## src/rtl/led_bcm_sequencer_if.sv

```systemverilog
// Sequencer-to-panel signal bundle for led_bcm_sequencer.
// Port `dim` exists only when LED_BCM_DIM_EN is defined.
interface led_bcm_sequencer_if #(
    parameter int COLS    = 64,
    parameter int ROWS    = 32,
    parameter int PLANES  = 8,
    parameter int FRAME_W = 13
);
    localparam int XW = $clog2(COLS);
    localparam int RW = (ROWS > 1) ? $clog2(ROWS) : 1;
    localparam int PW = (PLANES > 1) ? $clog2(PLANES) : 1;

    logic               run;
`ifdef LED_BCM_DIM_EN
    logic [2:0]         dim;
`endif
    logic [XW-1:0]      x;
    logic [RW-1:0]      row;
    logic [PW-1:0]      plane;
    logic               sclk_ena;
    logic [RW-1:0]      led_addr;
    logic               led_blank;
    logic               led_latch;
    logic [FRAME_W-1:0] frame;
    logic               frame_strobe;

    modport master (
        input  run,
`ifdef LED_BCM_DIM_EN
        input  dim,
`endif
        output x, row, plane, sclk_ena,
        output led_addr, led_blank, led_latch,
        output frame, frame_strobe
    );

    modport slave (
        output run,
`ifdef LED_BCM_DIM_EN
        output dim,
`endif
        input  x, row, plane, sclk_ena,
        input  led_addr, led_blank, led_latch,
        input  frame, frame_strobe
    );
endinterface

```

## src/rtl/led_bcm_sequencer.sv

```systemverilog
// BCM scan scheduler for a HUB75 panel: shift, blank, latch, show.
// Optional LED_BCM_DIM_EN adds a per-slot dimming cut-off.
module led_bcm_sequencer #(
    parameter int COLS       = 64,
    parameter int ROWS       = 32,
    parameter int PLANES     = 8,
    parameter int BASE_TICKS = 1,
    parameter int FRAME_W    = 13
) (
    input  logic                pll_clk,
    input  logic                reset_n,
    led_bcm_sequencer_if.master bus
);
    localparam int XW   = $clog2(COLS);
    localparam int RW   = (ROWS > 1) ? $clog2(ROWS) : 1;
    localparam int PW   = (PLANES > 1) ? $clog2(PLANES) : 1;
    localparam int DMAX = BASE_TICKS << (PLANES - 1);
    localparam int DT_W = $clog2(DMAX + 1);

    localparam int B_IDLE    = 0;
    localparam int B_SHIFT   = 1;
    localparam int B_WAIT    = 2;
    localparam int B_BLANK   = 3;
    localparam int B_LATCH   = 4;
    localparam int B_UNLATCH = 5;
    localparam int B_UNBLANK = 6;
    localparam int B_DRAIN   = 7;

    typedef enum logic [7:0] {
        S_IDLE    = 8'b0000_0001,
        S_SHIFT   = 8'b0000_0010,
        S_WAIT    = 8'b0000_0100,
        S_BLANK   = 8'b0000_1000,
        S_LATCH   = 8'b0001_0000,
        S_UNLATCH = 8'b0010_0000,
        S_UNBLANK = 8'b0100_0000,
        S_DRAIN   = 8'b1000_0000
    } state_t;

    state_t             r_state;
    state_t             w_state;
    logic [XW-1:0]      r_x;
    logic [XW-1:0]      w_x;
    logic [RW-1:0]      r_row;
    logic [RW-1:0]      w_row;
    logic [PW-1:0]      r_plane;
    logic [PW-1:0]      w_plane;
    logic               r_sclk;
    logic               r_blank;
    logic               w_blank;
    logic               r_latch;
    logic               w_latch;
    logic [RW-1:0]      r_addr;
    logic [RW-1:0]      w_addr;
    logic [FRAME_W-1:0] r_frame;
    logic [FRAME_W-1:0] w_frame;
    logic               r_fstb;
    logic               w_fstb;
    logic [DT_W-1:0]    r_dt;
    logic [DT_W-1:0]    w_dt;
    logic [DT_W-1:0]    w_d;
    logic               w_pwrap;
    logic               w_rwrap;

    assign w_d     = DT_W'(BASE_TICKS) << r_plane;
    assign w_pwrap = (r_plane == PW'(PLANES - 1));
    assign w_rwrap = (r_row == RW'(ROWS - 1));

    always_comb begin
        w_state = r_state;
        w_x     = r_x;
        w_row   = r_row;
        w_plane = r_plane;
        w_blank = r_blank;
        w_latch = r_latch;
        w_addr  = r_addr;
        w_frame = r_frame;
        w_fstb  = 1'b0;
        w_dt    = (r_dt != '0) ? r_dt - DT_W'(1) : r_dt;
        unique case (1'b1)
            r_state[B_IDLE]: begin
                w_blank = 1'b1;
                if (bus.run) w_state = S_SHIFT;
            end
            r_state[B_SHIFT]: begin
                // x wraps back to 0 on the last column
                w_x = r_x + XW'(1);
                if (r_x == XW'(COLS - 1)) w_state = S_WAIT;
            end
            r_state[B_WAIT]: begin
                if (r_dt == '0) w_state = S_BLANK;
            end
            r_state[B_BLANK]: begin
                w_blank = 1'b1;
                w_addr  = r_row;
                w_state = S_LATCH;
            end
            r_state[B_LATCH]: begin
                w_latch = 1'b1;
                w_state = S_UNLATCH;
            end
            r_state[B_UNLATCH]: begin
                w_latch = 1'b0;
                w_state = S_UNBLANK;
            end
            r_state[B_UNBLANK]: begin
                w_blank = 1'b0;
                w_dt    = w_d;
                if (w_pwrap) begin
                    w_plane = '0;
                    if (w_rwrap) begin
                        w_row   = '0;
                        w_frame = r_frame + FRAME_W'(1);
                        w_fstb  = 1'b1;
                    end else begin
                        w_row = r_row + RW'(1);
                    end
                end else begin
                    w_plane = r_plane + PW'(1);
                end
                w_state = bus.run ? S_SHIFT : S_DRAIN;
            end
            r_state[B_DRAIN]: begin
                if (r_dt == '0) begin
                    w_blank = 1'b1;
                    w_state = S_IDLE;
                end
            end
            default: w_state = S_IDLE;
        endcase
    end

    always_ff @(posedge pll_clk or negedge reset_n) begin
        if (!reset_n) begin
            r_state <= S_IDLE;
            r_x     <= '0;
            r_row   <= '0;
            r_plane <= '0;
            r_sclk  <= 1'b0;
            r_blank <= 1'b1;
            r_latch <= 1'b0;
            r_addr  <= '0;
            r_frame <= '0;
            r_fstb  <= 1'b0;
            r_dt    <= '0;
        end else begin
            r_state <= w_state;
            r_x     <= w_x;
            r_row   <= w_row;
            r_plane <= w_plane;
            r_sclk  <= r_state[B_SHIFT];
            r_blank <= w_blank;
            r_latch <= w_latch;
            r_addr  <= w_addr;
            r_frame <= w_frame;
            r_fstb  <= w_fstb;
            r_dt    <= w_dt;
        end
    end

`ifdef LED_BCM_DIM_EN
    logic [DT_W-1:0] r_dimc;
    logic [DT_W-1:0] w_dimc;
    logic            r_dim_off;
    logic            w_dim_off;

    // Once the dim counter runs out the panel stays dark until the next show.
    always_comb begin
        w_dimc    = (r_dimc != '0) ? r_dimc - DT_W'(1) : r_dimc;
        w_dim_off = r_dim_off | (r_dimc == '0);
        if (r_state[B_UNBLANK]) begin
            w_dimc    = w_d >> bus.dim;
            w_dim_off = 1'b0;
        end
    end

    always_ff @(posedge pll_clk or negedge reset_n) begin
        if (!reset_n) begin
            r_dimc    <= '0;
            r_dim_off <= 1'b0;
        end else begin
            r_dimc    <= w_dimc;
            r_dim_off <= w_dim_off;
        end
    end

    assign bus.led_blank = r_blank | r_dim_off;
`else
    assign bus.led_blank = r_blank;
`endif

    assign bus.x            = r_x;
    assign bus.row          = r_row;
    assign bus.plane        = r_plane;
    assign bus.sclk_ena     = r_sclk;
    assign bus.led_addr     = r_addr;
    assign bus.led_latch    = r_latch;
    assign bus.frame        = r_frame;
    assign bus.frame_strobe = r_fstb;
endmodule

```

## src/flat_wrapper.sv

```systemverilog
// flat-port wrapper written by rule: the top's interface ports become plain ports
module led_bcm_sequencer_flat 
#(
    parameter int COLS       = 64,
    parameter int ROWS       = 32,
    parameter int PLANES     = 8,
    parameter int BASE_TICKS = 1,
    parameter int FRAME_W    = 13
)
  (pll_clk, reset_n, bus_run, bus_x, bus_row, bus_plane, bus_sclk_ena, bus_led_addr, bus_led_blank, bus_led_latch, bus_frame, bus_frame_strobe);
  led_bcm_sequencer_if #(.COLS(COLS), .ROWS(ROWS), .PLANES(PLANES), .FRAME_W(FRAME_W)) bus_i ();
  input  logic pll_clk;
  input  logic reset_n;
  input wire logic [$bits(bus_i.run)-1:0] bus_run;
  output wire logic [$bits(bus_i.x)-1:0] bus_x;
  output wire logic [$bits(bus_i.row)-1:0] bus_row;
  output wire logic [$bits(bus_i.plane)-1:0] bus_plane;
  output wire logic [$bits(bus_i.sclk_ena)-1:0] bus_sclk_ena;
  output wire logic [$bits(bus_i.led_addr)-1:0] bus_led_addr;
  output wire logic [$bits(bus_i.led_blank)-1:0] bus_led_blank;
  output wire logic [$bits(bus_i.led_latch)-1:0] bus_led_latch;
  output wire logic [$bits(bus_i.frame)-1:0] bus_frame;
  output wire logic [$bits(bus_i.frame_strobe)-1:0] bus_frame_strobe;
  assign bus_i.run = bus_run;
  assign bus_x = bus_i.x;
  assign bus_row = bus_i.row;
  assign bus_plane = bus_i.plane;
  assign bus_sclk_ena = bus_i.sclk_ena;
  assign bus_led_addr = bus_i.led_addr;
  assign bus_led_blank = bus_i.led_blank;
  assign bus_led_latch = bus_i.led_latch;
  assign bus_frame = bus_i.frame;
  assign bus_frame_strobe = bus_i.frame_strobe;
  led_bcm_sequencer #(.COLS(COLS), .ROWS(ROWS), .PLANES(PLANES), .BASE_TICKS(BASE_TICKS), .FRAME_W(FRAME_W)) u_core (.pll_clk(pll_clk), .reset_n(reset_n), .bus(bus_i));
endmodule
```

## config.mk

```make
export PLATFORM = sky130hd
export DESIGN_NAME = led_bcm_sequencer_flat
export DESIGN_NICKNAME = d
export VERILOG_FILES = /design/src/rtl/led_bcm_sequencer_if.sv /design/src/rtl/led_bcm_sequencer.sv /design/src/flat_wrapper.sv
export SDC_FILE = /design/constraint.sdc
export NUM_CORES = 1
export LEC_CHECK = 0
export ABC_AREA = 0
export CORE_AREA = 2 2 74 76
export DETAILED_ROUTE_END_ITERATION = 7
export DIE_AREA = 0 0 76 78
export PLACE_DENSITY = 0.73
export SYNTH_ARGS = -nofsm -noshare
export SYNTH_HDL_FRONTEND = slang
export SYNTH_SLANG_ARGS = --single-unit
```

## constraint.sdc

```tcl
create_clock -name pll_clk -period 2.1 [get_ports pll_clk]
set_clock_uncertainty 0.2 [all_clocks]
set_input_delay 0.42 -clock pll_clk [delete_from_list [all_inputs] [get_ports pll_clk]]
set_output_delay 0.42 -clock pll_clk [all_outputs]
set_load 0.005 [all_outputs]
```

==> results.txt, run 1 <==
----------------------------------------------------
[Outcome]
  Result of the run ... finished, final reports clean

[Pwr]
  Static Leak ... 1.39 nW
  VDD IR-drop max ... 314 µV
  Areal power density over the cells ... 534 mW/mm²

[Worst setup path]
  Cells along the critical path ... inv_2 -> ha_4 -> or4b_4 -> or4b_4 -> a21oi_2 -> a31o_1
  Cell at the slowest stage of the critical path ... sky130_fd_sc_hd__or4b_4
  Required time of the critical path ... 2.14 ns
  Crit path arrival time ... 2.12 ns
  Worst path most repeated cell ... sky130_fd_sc_hd__or4b_4
  Worst setup SP type ... flop
  Maximum fanout encountered on the critical timing path ... 3
  Critical Setup Path Class ... flop to flop
  CP Launch Point ... u_core.r_dt[0]$_DFFE_PN0P_
  Stage delay of the slowest cell on the critical path ... 0.53 ns
  Sort of element at the end of the critical path ... flop
  Worst reg2reg path startpoint ... u_core.r_dt[0]$_DFFE_PN0P_

[Drt]
  Total Wirelength ... 4.26 mm
  Via count ... 1691
  Routed wire length per instance ... 12.8 µm
  Post-DRT Antenna Nets ... 0
  Average via count per standard cell ... 5.09
  Remaining design rule violation count ... 0
  Total iterations of the first detailed-routing run ... 4
  Initial DRC Count ... 74

[Clock network]
  Inserted Clock Buffers ... 5
  Clock latency on the worst-skew pair ... 0.30 ns
  Clock buffer depth ... 2
  Clock-pin slew on the worst setup and hold paths ... 0.10 ns
  Clock tree from TritonCTS ... yes
  Root buffer cell ... sky130_fd_sc_hd__clkbuf_8
  CTS Sinks ... 52
  H-tree Lvls ... 2

[Placed design]
  GPL Wtd Cong ... 0.789
  Sum of net half-perimeters after detailed placement ... 2.96 mm
  Cell Area, Placed ... 0.00286 mm²
  Port-buffer cells ... 38

[Synth]
  Predominant post-synthesis flop cell ... sky130_fd_sc_hd__dfrtp_1
  Post-synthesis cell area ... 0.00235 mm²
  Share of Yosys cell area claimed by the top area cell type ... 0.533
  Post-synth EDFFs ... 0
  Number of warnings issued by yosys ... 0
  Cell count after synthesis ... 212
  Cell variety after synth ... 38
  Nets in the synthesized netlist ... 226
  Most area-consuming cells after synthesis ... sky130_fd_sc_hd__dfrtp_1 53%, sky130_fd_sc_hd__ha_1 5.9%, sky130_fd_sc_hd__mux2_2 4.8%
  Syn Area/Cell ... 11.1 µm²
  Cell type with the highest aggregate area in the netlist ... sky130_fd_sc_hd__dfrtp_1
  Post-synth top cells ... 50 x sky130_fd_sc_hd__dfrtp_1, 17 x sky130_fd_sc_hd__nand2_1, 15 x sky130_fd_sc_hd__nor2_1
  Fraction of the yosys area taken by sequential cells ... 0.555
  Share of synthesized registers carrying an async set or reset ... 1.00
  Flip-flop and latch count after synthesis ... 52
  Most common cell in the synthesized netlist ... sky130_fd_sc_hd__dfrtp_1

[Floorplanning]
  Vertical die dimension ... 78 µm
  Number of standard-cell rows in the floorplan ... 26
  Width of the die ... 76 µm
  Initial core utilization ... 0.466
  IO Pins ... 39
  Area enclosed by the die boundary ... 0.00593 mm²
  Core area ... 0.00504 mm²

[GRT]
  Layer with the highest usage ... met2
  Met2 layer usage reported by global route ... 0.266
  Global Route met1 Usage ... 0.178
  Met3 usage ... 0.0337
  First-pass GRT wire length ... 7.22 mm
  Vias in the first global route ... 1641
  Pin count of the biggest net entering global routing ... 34
  Number of antenna violations at the first check in global routing ... 0
  Global route overflow ... 0
  Overall Global Routing Usage ... 0.152

[STA]
  Max-slew headroom ... 0.694
  Slew at the pin closest to its max-slew limit ... 0.460 ns
  Sum of negative setup slack ... 0 ns
  Fin crit period ... 2.08 ns
  Number of hold violations in the final report ... 0
  Maximum achievable frequency ... 480 MHz
  RSZ-0062 raised after global routing ... yes
  Final worst-path cycle share ... 0.993
  Number of endpoints failing setup at the final stage ... 0
  Number of pins with negative max-slew slack in the final report ... 0

[Finish]
  Final layout net count ... 275
  Final design area excluding fillers ... 0.00303 mm²
  Fraction of layout instances using a drive strength above 1 ... 0.179
  Area growth from synthesis to final layout ... 29.2%
  Antenna diode instance count ... 0

[Worst hold path]
  Worst Hold Launch ... u_core.r_state[4]$_DFF_PN0_
  Worst min-delay path class ... flop to flop

[Run]
  Count of maximum capacitance violations ... 0

----------------------------------------------------
==> registers in the layout (all words and copies together) (netlist names) <==
| register | flops |
|---|---|
| u_core.bus.frame | 13 |
| u_core.bus.frame_strobe | 1 |
| u_core.bus.led_addr | 5 |
| u_core.bus.led_blank | 1 |
| u_core.bus.led_latch | 1 |
| u_core.bus.plane | 3 |
| u_core.bus.row | 5 |
| u_core.bus.sclk_ena | 1 |
| u_core.bus.x | 6 |
| u_core.r_dt | 8 |
| u_core.r_state | 8 |
==> cells by family after synthesis <==
logic type / count (synthesis) / synth area share
simple gates: 73 / 0.162
flops: 52 / 0.555
compound gates: 28 / 0.0714
xor+xnor: 19 / 0.0709
buf+inv: 18 / 0.0293
mux: 11 / 0.0522
fa+ha+maj: 11 / 0.0586
==> area by class of cell <==
type                    instances  area, µm²
clock buffers                   7       86.3
inverters                       7       26.3
flip-flops and latches         52       1300
fillers                       433       2010
clock inverters                 1       8.76
multi-input cells             142       1020
well taps                      70       87.6
repair buffers                 53        503
==> layer usage <==
metal,routed length [µm],vias to the layer above,share of wire
li1,-,828,-
met1,2000,829,0.47
met2,2040,29,0.48
met3,135,5,0.032
met4,80,0,0.019
met5,0,-,0
==> metrics by stage <==
step                      utilization  instances  setup WS [ns]  hold WS, ns  total power [mW]
after detailed placement        0.566        319         0.0112        0.189              1.05
after global placement          0.566        319         0.0813        0.188              1.05
after floorplan                     -        212         0.0334      -0.0756              1.02
after CTS                       0.592        331        0.00550        0.204              1.64
after global routing            0.601        332        -0.0292        0.221              1.69
final                           0.601        332         0.0155        0.203              1.62
==> critical path: cells and delay by family, from the launching register on <==
family | cells | cell delay (ns)
fa+ha+maj | 1 | 0.12
buf+inv | 1 | 0.08
simple gates | 2 | 0.99
flops | 1 | 0.40
compound gates | 2 | 0.22
==> cells in the final DEF (no fill, tap or decap), types with 2 or more instances in the layout <==
master	synthesis	routed
sky130_fd_sc_hd__nor3_1	6	5
sky130_fd_sc_hd__nor2b_1	2	2
sky130_fd_sc_hd__and3_1	5	4
sky130_fd_sc_hd__inv_1	7	5
sky130_fd_sc_hd__nand3_1	11	11
sky130_fd_sc_hd__nand2_1	17	17
sky130_fd_sc_hd__dfstp_2	2	2
sky130_fd_sc_hd__a21oi_1	7	6
sky130_fd_sc_hd__nand4_1	6	6
sky130_fd_sc_hd__o21ai_1	3	3
sky130_fd_sc_hd__or4b_4	1	2
sky130_fd_sc_hd__nor2_1	15	15
sky130_fd_sc_hd__xnor2_1	12	12
sky130_fd_sc_hd__ha_1	11	9
sky130_fd_sc_hd__mux2_2	10	10
sky130_fd_sc_hd__xor2_1	7	7
sky130_fd_sc_hd__clkdlybuf4s50_1	0	37
sky130_fd_sc_hd__clkbuf_8	0	6
sky130_fd_sc_hd__o21ai_0	10	10
sky130_fd_sc_hd__buf_4	0	13
sky130_fd_sc_hd__inv_2	0	2
sky130_fd_sc_hd__o31ai_1	2	2
sky130_fd_sc_hd__dfrtp_1	50	50
==> final timing paths <==
path	endpoint	slack, ns	cells after the start
worst max-delay path	u_core.r_dt[6]$_DFFE_PN0P_	0.02	6
worst min-delay path	u_core.r_state[5]$_DFF_PN0_	0.20	0
worst max register to register	u_core.r_dt[6]$_DFFE_PN0P_	0.02	6
worst min register to register	u_core.r_state[5]$_DFF_PN0_	0.20	0
max in group asynchronous	u_core.r_state[0]$_DFF_PN1_	0.72	3
min in group asynchronous	u_core.bus.row[2]$_DFFE_PN0P_	0.38	2
==> power by group <==
part	internal, mW	switching (mW)
Sequential	1.00	0.000000000000000193
Combinational	0.00729	0.0199
Clock	0.271	0.322
==> what timing repair did <==
| item | CTS | global route |
|---|---|---|
| hold endpoints to repair | 19 | 0 |
| hold buffers | 1 | 0 |
| cloned | 0 | 0 |
| setup buffers | 3 | 1 |
| resized for setup | 2 | 10 |
| setup endpoints to repair | 1 | 10 |
| pin swaps | 1 | 3 |
(Power assumes the default switching activity.)
==> run 2: changes to the inputs <==
- PLACE_DENSITY: 0.73 -> 0.75
- SKIP_CTS_REPAIR_TIMING: default -> 1
==> run 2 against run 1 <==
Net effect: the run now ends with negative setup slack left; count of clock-buffer cells in the layout stayed put; register-to-register slack worse by 0.02 ns; flip-flop and latch count stayed put; clock power is 0.8% lower; first-iteration DRC count is 34% lower; via count is 0.89% lower; critical endpoint unchanged; largest cell class unchanged.
==> results.txt, run 2 (same netlist as run 1, synthesis figures left out) <==
----------------------------------------------------
[Floorplanning]
  Core area ... 0.00504 mm² (unchanged)
  Number of standard-cell rows in the floorplan ... 26 (unchanged)
  Width of the die ... 76 µm (unchanged)
  Area enclosed by the die boundary ... 0.00593 mm² (unchanged)
  IO Pins ... 39 (unchanged)
  Initial core utilization ... 0.466 (unchanged)
  Vertical die dimension ... 78 µm (unchanged)

[STA]
  Max-slew headroom ... 0.772 (+0.0787)
  Maximum achievable frequency ... 476 MHz (-0.88%)
  Number of hold violations in the final report ... 0 (unchanged)
  RSZ-0062 raised after global routing ... yes
  Number of pins with negative max-slew slack in the final report ... 0 (unchanged)
  Fin crit period ... 2.10 ns (+0.0184 ns)
  Final worst-path cycle share ... 1.00 (+0.00877)
  Final WS setup ... -0.00292 ns (-0.0184 ns)
  Slew at the pin closest to its max-slew limit ... 0.342 ns (-0.118 ns)
  Number of endpoints failing setup at the final stage ... 1 (+1)

[GRT]
  Number of antenna violations at the first check in global routing ... 0 (unchanged)
  Global route overflow ... 0 (unchanged)
  Pin count of the biggest net entering global routing ... 53 (+56%)
  First-pass GRT wire length ... 7.47 mm (+3.4%)
  Overall Global Routing Usage ... 0.154 (+0.00196)
  Vias in the first global route ... 1627 (-0.85%)

[Clock network]
  Inserted Clock Buffers ... 5 (unchanged)
  Clock-pin slew on the worst setup and hold paths ... 0.09 ns (about the same)
  Root buffer cell ... sky130_fd_sc_hd__clkbuf_8
  Clock latency on the worst-skew pair ... 0.30 ns (about the same)
  CTS Sinks ... 52 (unchanged)
  Clock tree from TritonCTS ... yes
  H-tree Lvls ... 2 (unchanged)
  Clock buffer depth ... 2 (unchanged)

[Pwr]
  Static Leak ... 1.39 nW (-0.34%)
  Part of the power in combinational logic ... 0.017 (about the same)
  Overall power consumption ... 1.62 mW (-0.30%)
  P_int ... 1.28 mW (-0.16%)
  VDD IR-drop max ... 285 µV (-9.4%)
  Net switching component of the power ... 0.339 mW (-0.83%)
  Areal power density over the cells ... 536 mW/mm² (+0.32%)
  Switching fraction of total power ... 0.210 (-0.00111)
  Share of power burned in registers ... 0.619 (+0.002)
  Clock power share ... 0.364 (-0.002)

[Worst setup path]
  Critical Setup Path Class ... flop to flop
  Required time of the critical path ... 2.14 ns (about the same)
  Sort of element at the end of the critical path ... flop
  Crit path arrival time ... 2.14 ns (+0.02 ns)
  Maximum fanout encountered on the critical timing path ... 3 (unchanged)
  Worst setup SP type ... flop

[Finish]
  Area growth from synthesis to final layout ... 28.4%
  Fraction of layout instances using a drive strength above 1 ... 0.164 (-0.0153)
  Max reg flops ... 13 (unchanged)
  Commonest non-fill, non-tap cell in the layout ... sky130_fd_sc_hd__dfrtp_1
  Antenna diode instance count ... 0 (unchanged)
  Final layout net count ... 275 (unchanged)
  Commonest cells after routing, fill and taps aside ... 50 x sky130_fd_sc_hd__dfrtp_1, 37 x sky130_fd_sc_hd__clkdlybuf4s50_1, 17 x sky130_fd_sc_hd__nand2_1
  Fin util ... 0.598 (-0.00372)

[Drt]
  Remaining design rule violation count ... 0 (unchanged)
  Total Wirelength ... 4.43 mm (+4.1%)
  Via count ... 1676 (-0.89%)
  Post-DRT Antenna Nets ... 0 (unchanged)
  Initial DRC Count ... 49 (-34%)
  Total iterations of the first detailed-routing run ... 4 (unchanged)
  Routed wire length per instance ... 13.3 µm (+4.1%)
  Average via count per standard cell ... 5.05 (-0.89%)

[Placed design]
  Port-buffer cells ... 38 (unchanged)
  GPL Wtd Cong ... 0.808 (+2.4%)
  Sum of net half-perimeters after detailed placement ... 3.09 mm (+4.2%)

[Worst hold path]
  Worst min-delay path class ... flop to flop

[Outcome]
  Violations in the final reports ... negative setup slack
  Result of the run ... finished, violations left

[Run]
  Count of maximum capacitance violations ... 0 (unchanged)

----------------------------------------------------
[run 2: changes by cell type in the layout (fill, tap and decap cells not counted), sizes merged]
cell | before | now
clkinvlp | 0 | 1
clkinv | 1 | 0
[run 2: final timing paths]
check                      cells past startpoint                            end  slack, ns                        start
max                                            6     u_core.r_dt[6]$_DFFE_PN0P_     -0.003   u_core.r_dt[1]$_DFFE_PN0P_
min                                            0    u_core.r_state[5]$_DFF_PN0_       0.22  u_core.r_state[4]$_DFF_PN0_
max reg2reg                                    6     u_core.r_dt[6]$_DFFE_PN0P_     -0.003   u_core.r_dt[1]$_DFFE_PN0P_
min reg2reg                                    0    u_core.r_state[5]$_DFF_PN0_       0.22  u_core.r_state[4]$_DFF_PN0_
max in group asynchronous                      3    u_core.r_state[0]$_DFF_PN1_       0.98                      reset_n
min in group asynchronous                      3  u_core.bus.row[2]$_DFFE_PN0P_       0.43                      reset_n
[run 2: area by class of cell]
cell class | count | area [µm²]
Timing Repair Buffer | 53 | 503
Fill cell | 423 | 2030
Clock buffer | 7 | 86.3
Clock inverter | 1 | 7.51
Sequential cell | 52 | 1300
Inverter | 7 | 26.3
Tap cell | 70 | 87.6
Multi-Input combinational cell | 142 | 998
[run 2: through the flow]
| step | cells | area [µm²] | setup TNS (ns) | worst slack, ns | hold WS (ns) |
|---|---|---|---|---|---|
| after floorplan | 212 | 2350 | 0 | 0.0334 | -0.0756 |
| after global placement | 320 | 2860 | 0 | 0.0845 | 0.187 |
| after detailed placement | 320 | 2860 | -0.0178 | -0.0178 | 0.193 |
| after CTS | 328 | 2960 | -0.0485 | -0.0485 | -0.0972 |
| after global routing | 332 | 3010 | -0.122 | -0.0683 | 0.237 |
| final | 332 | 3010 | -0.00292 | -0.00292 | 0.216 |
[run 2: critical path, stage by stage (launching register included)]
cell	delay (ns)
sky130_fd_sc_hd__dfrtp_1	0.40
sky130_fd_sc_hd__inv_1	0.09
sky130_fd_sc_hd__ha_4	0.13
sky130_fd_sc_hd__or4b_4	0.46
sky130_fd_sc_hd__or4b_4	0.50
sky130_fd_sc_hd__a21oi_2	0.15
sky130_fd_sc_hd__a31o_1	0.11
[run 2: power groups by stage]
stage / combinational, mW / clock [mW] / sequential, mW
floorplan: 0.0000385 / 0 / 1.02
global placement: 0.0275 / 0 / 1.02
detailed placement: 0.0276 / 0 / 1.02
CTS: 0.0278 / 0.606 / 1.00
global route: 0.0324 / 0.643 / 1.00
finish: 0.0275 / 0.588 / 1.00
[run 2: routing by layer]
layer	wire length (µm)	GRT usage	part of all wire	vias up
li1	-	-	-	832
met1	2130	0.197	0.48	799
met5	0	0	0	-
met3	162	0.0337	0.037	5
met2	2090	0.263	0.47	40
met4	43	0.0491	0.0097	0
==> run 3: changes to the inputs <==
- CORE_AREA: 2 2 74 76 -> 2 2 92 94
- DIE_AREA: 0 0 76 78 -> 0 0 94 96
- PLACE_DENSITY: 0.75 -> 0.51
- clock period: 2.1 -> 2.6 ns (I/O delays scaled with it)
==> run 3 against run 2 <==
Net effect: wire length up 1.4%; sequential share of layout area up 0.92 points; the run ends with negative hold slack left; highest routed layer unchanged; global-route usage down 4.7 points; non-clock buffer count down 13; largest cell class unchanged.
==> results.txt, run 3 (same netlist as run 1, synthesis figures left out) <==
----------------------------------------------------
[GRT]
  First-pass GRT wire length ... 7.58 mm (+1.4%)
  Pin count of the biggest net entering global routing ... 33 (-38%)
  Global route overflow ... 0 (unchanged)
  Vias in the first global route ... 1609 (-1.1%)
  Number of antenna violations at the first check in global routing ... 0 (unchanged)
  Overall Global Routing Usage ... 0.107 (-0.0470)

[Worst setup path]
  Critical Setup Path Class ... flop to flop
  Register-to-register setup slack ... 0.38 ns (+0.39 ns)
  Worst setup SP type ... flop
  Worst reg2reg path endpoint ... u_core.r_dt[6]$_DFFE_PN0P_
  Required time of the critical path ... 2.64 ns (+0.50 ns)
  R2R cell count ... 6 (unchanged)
  Worst reg2reg path startpoint ... u_core.r_dt[0]$_DFFE_PN0P_
  Sort of element at the end of the critical path ... flop
  Maximum fanout encountered on the critical timing path ... 5 (+2)
  Crit path arrival time ... 2.26 ns (+0.12 ns)

[Placed design]
  Cell Area, Placed ... 0.00284 mm² (-0.83%)
  GPL Wtd Cong ... 0.746 (-7.7%)
  Port-buffer cells ... 38 (unchanged)
  Pre-CTS setup slack ... 0.426 ns (+0.444 ns)
  Total instance count after detailed placement ... 346 (+8.1%)
  Sum of net half-perimeters after detailed placement ... 3.21 mm (+4.0%)

[Floorplanning]
  Width of the die ... 94 µm (+24%)
  Core area ... 0.00805 mm² (+60%)
  Area enclosed by the die boundary ... 0.00902 mm² (+52%)
  Initial core utilization ... 0.292 (-0.174)
  Vertical die dimension ... 96 µm (+23%)
  Number of standard-cell rows in the floorplan ... 33 (+27%)
  IO Pins ... 39 (unchanged)

[Outcome]
  Violations in the final reports ... negative hold slack
  Result of the run ... finished, violations left

[STA]
  RSZ-0062 raised after global routing ... no
  Number of endpoints failing setup at the final stage ... 0 (-1)
  Slew at the pin closest to its max-slew limit ... 0.538 ns (+0.197 ns)
  Max-slew headroom ... 0.638 (-0.134)
  Final worst-path cycle share ... 0.852 (-0.149)
  Number of hold violations in the final report ... 20 (+20)
  Worst hold slack ... -0.0311 ns (-0.247 ns)
  Sum of negative setup slack ... 0 ns (+0.00292 ns)
  Number of pins with negative max-slew slack in the final report ... 0 (unchanged)
  Fin crit period ... 2.22 ns (+0.113 ns)
  Final WS setup ... 0.384 ns (+0.387 ns)
  Maximum achievable frequency ... 451 MHz (-5.1%)

[Finish]
  Non-filler instance count after layout ... 354 (+6.6%)
  Antenna diode instance count ... 0 (unchanged)
  Fin util ... 0.366 (-0.231)
  Final design area excluding fillers ... 0.00295 mm² (-2.1%)
  Final layout net count ... 262 (-4.7%)
  Fraction of layout instances using a drive strength above 1 ... 0.104 (-0.0597)
  Filler Cell Count ... 814 (+92%)
  Multi-input combinational cell area ... 975 µm² (-2.4%)
  FF+latch area ... 0.00130 mm² (unchanged)
  Max reg flops ... 13 (unchanged)
  Area growth from synthesis to final layout ... 25.7%
  Commonest non-fill, non-tap cell in the layout ... sky130_fd_sc_hd__dfrtp_1
  Commonest cells after routing, fill and taps aside ... 50 x sky130_fd_sc_hd__dfrtp_1, 37 x sky130_fd_sc_hd__clkdlybuf4s50_1, 17 x sky130_fd_sc_hd__nand2_1

[Pwr]
  Overall power consumption ... 1.38 mW (-14%)
  Static Leak ... 1.33 nW (-3.9%)
  Areal power density over the cells ... 469 mW/mm² (-13%)
  VDD IR-drop max ... 272 µV (-4.5%)

[Drt]
  Via count ... 1635 (-2.4%)
  Post-DRT Antenna Nets ... 0 (unchanged)
  Total Wirelength ... 4.50 mm (+1.4%)
  Total iterations of the first detailed-routing run ... 4 (unchanged)
  Average via count per standard cell ... 4.62 (-8.5%)
  Routed wire length per instance ... 12.7 µm (-4.9%)
  Remaining design rule violation count ... 0 (unchanged)
  Initial DRC Count ... 42 (-14%)

[Clock network]
  Inserted Clock Buffers ... 5 (unchanged)
  Root buffer cell ... sky130_fd_sc_hd__clkbuf_8
  H-tree Lvls ... 2 (unchanged)
  CTS Sinks ... 52 (unchanged)
  Clock tree from TritonCTS ... yes
  Clock-pin slew on the worst setup and hold paths ... 0.10 ns (about the same)
  Clock buffer depth ... 2 (unchanged)
  Clock latency on the worst-skew pair ... 0.31 ns (about the same)

[Run]
  Count of maximum capacitance violations ... 0 (unchanged)

[Worst hold path]
  Worst min-delay path class ... input port to asynchronous set/reset pin

----------------------------------------------------
[run 3: cell types whose count changed in the layout (fill, tap and decap cells not counted), sizes merged]
cell         previous run  this run
buf                    15         3
clkinv                  0         1
clkbuf                  7         5
dlygate4sd3             1         0
bufinv                  0         1
[run 3: area by class of cell]
cell class	instances	area share
flip-flops and latches	52	0.442
clock buffers	5	0.0233
multi-input cells	142	0.330
inverters	7	0.00891
well taps	105	0.0445
clock inverters	3	0.0144
repair buffers	40	0.137
[run 3: worst max path at each step]
stage	from	endpoint	slack [ns]	cells past startpoint
floorplan	u_core.bus.row[0]$_DFFE_PN0P_	u_core.bus.frame[6]$_DFFE_PN0P_	0.53	8
global placement	u_core.bus.row[0]$_DFFE_PN0P_	u_core.bus.frame[6]$_DFFE_PN0P_	0.49	7
detailed placement	u_core.r_dt[0]$_DFFE_PN0P_	u_core.r_dt[6]$_DFFE_PN0P_	0.43	6
CTS	u_core.r_dt[0]$_DFFE_PN0P_	u_core.r_dt[6]$_DFFE_PN0P_	0.40	6
global route	u_core.bus.row[0]$_DFFE_PN0P_	u_core.bus.frame[10]$_DFFE_PN0P_	0.26	7
finish	u_core.r_dt[0]$_DFFE_PN0P_	u_core.r_dt[6]$_DFFE_PN0P_	0.38	6
[run 3: worst max-delay path: stages, from the launching register on]
cell	delay (ns)
sky130_fd_sc_hd__dfrtp_1	0.40
sky130_fd_sc_hd__inv_1	0.09
sky130_fd_sc_hd__ha_1	0.23
sky130_fd_sc_hd__or4b_4	0.49
sky130_fd_sc_hd__or4b_1	0.48
sky130_fd_sc_hd__a21oi_1	0.15
sky130_fd_sc_hd__a31o_1	0.13
[run 3: where the power goes]
| group | internal [mW] | total (mW) | switching, mW |
|---|---|---|---|
| Clock | 0.285 | 0.554 | 0.269 |
| Combinational | 0.00491 | 0.0213 | 0.0164 |
| Sequential | 0.808 | 0.808 | 0.000000000000000124 |
| Total | 1.10 | 1.38 | 0.285 |
[run 3: metal layers]
metal | share of wire | routed length, µm | global-route usage | vias up
met3 | 0.046 | 206 | 0.0274 | 7
met1 | 0.49 | 2200 | 0.143 | 791
met5 | 0 | 0 | 0 | -
li1 | - | - | - | 801
met4 | 0.015 | 66 | 0.0399 | 0
met2 | 0.45 | 2020 | 0.169 | 36
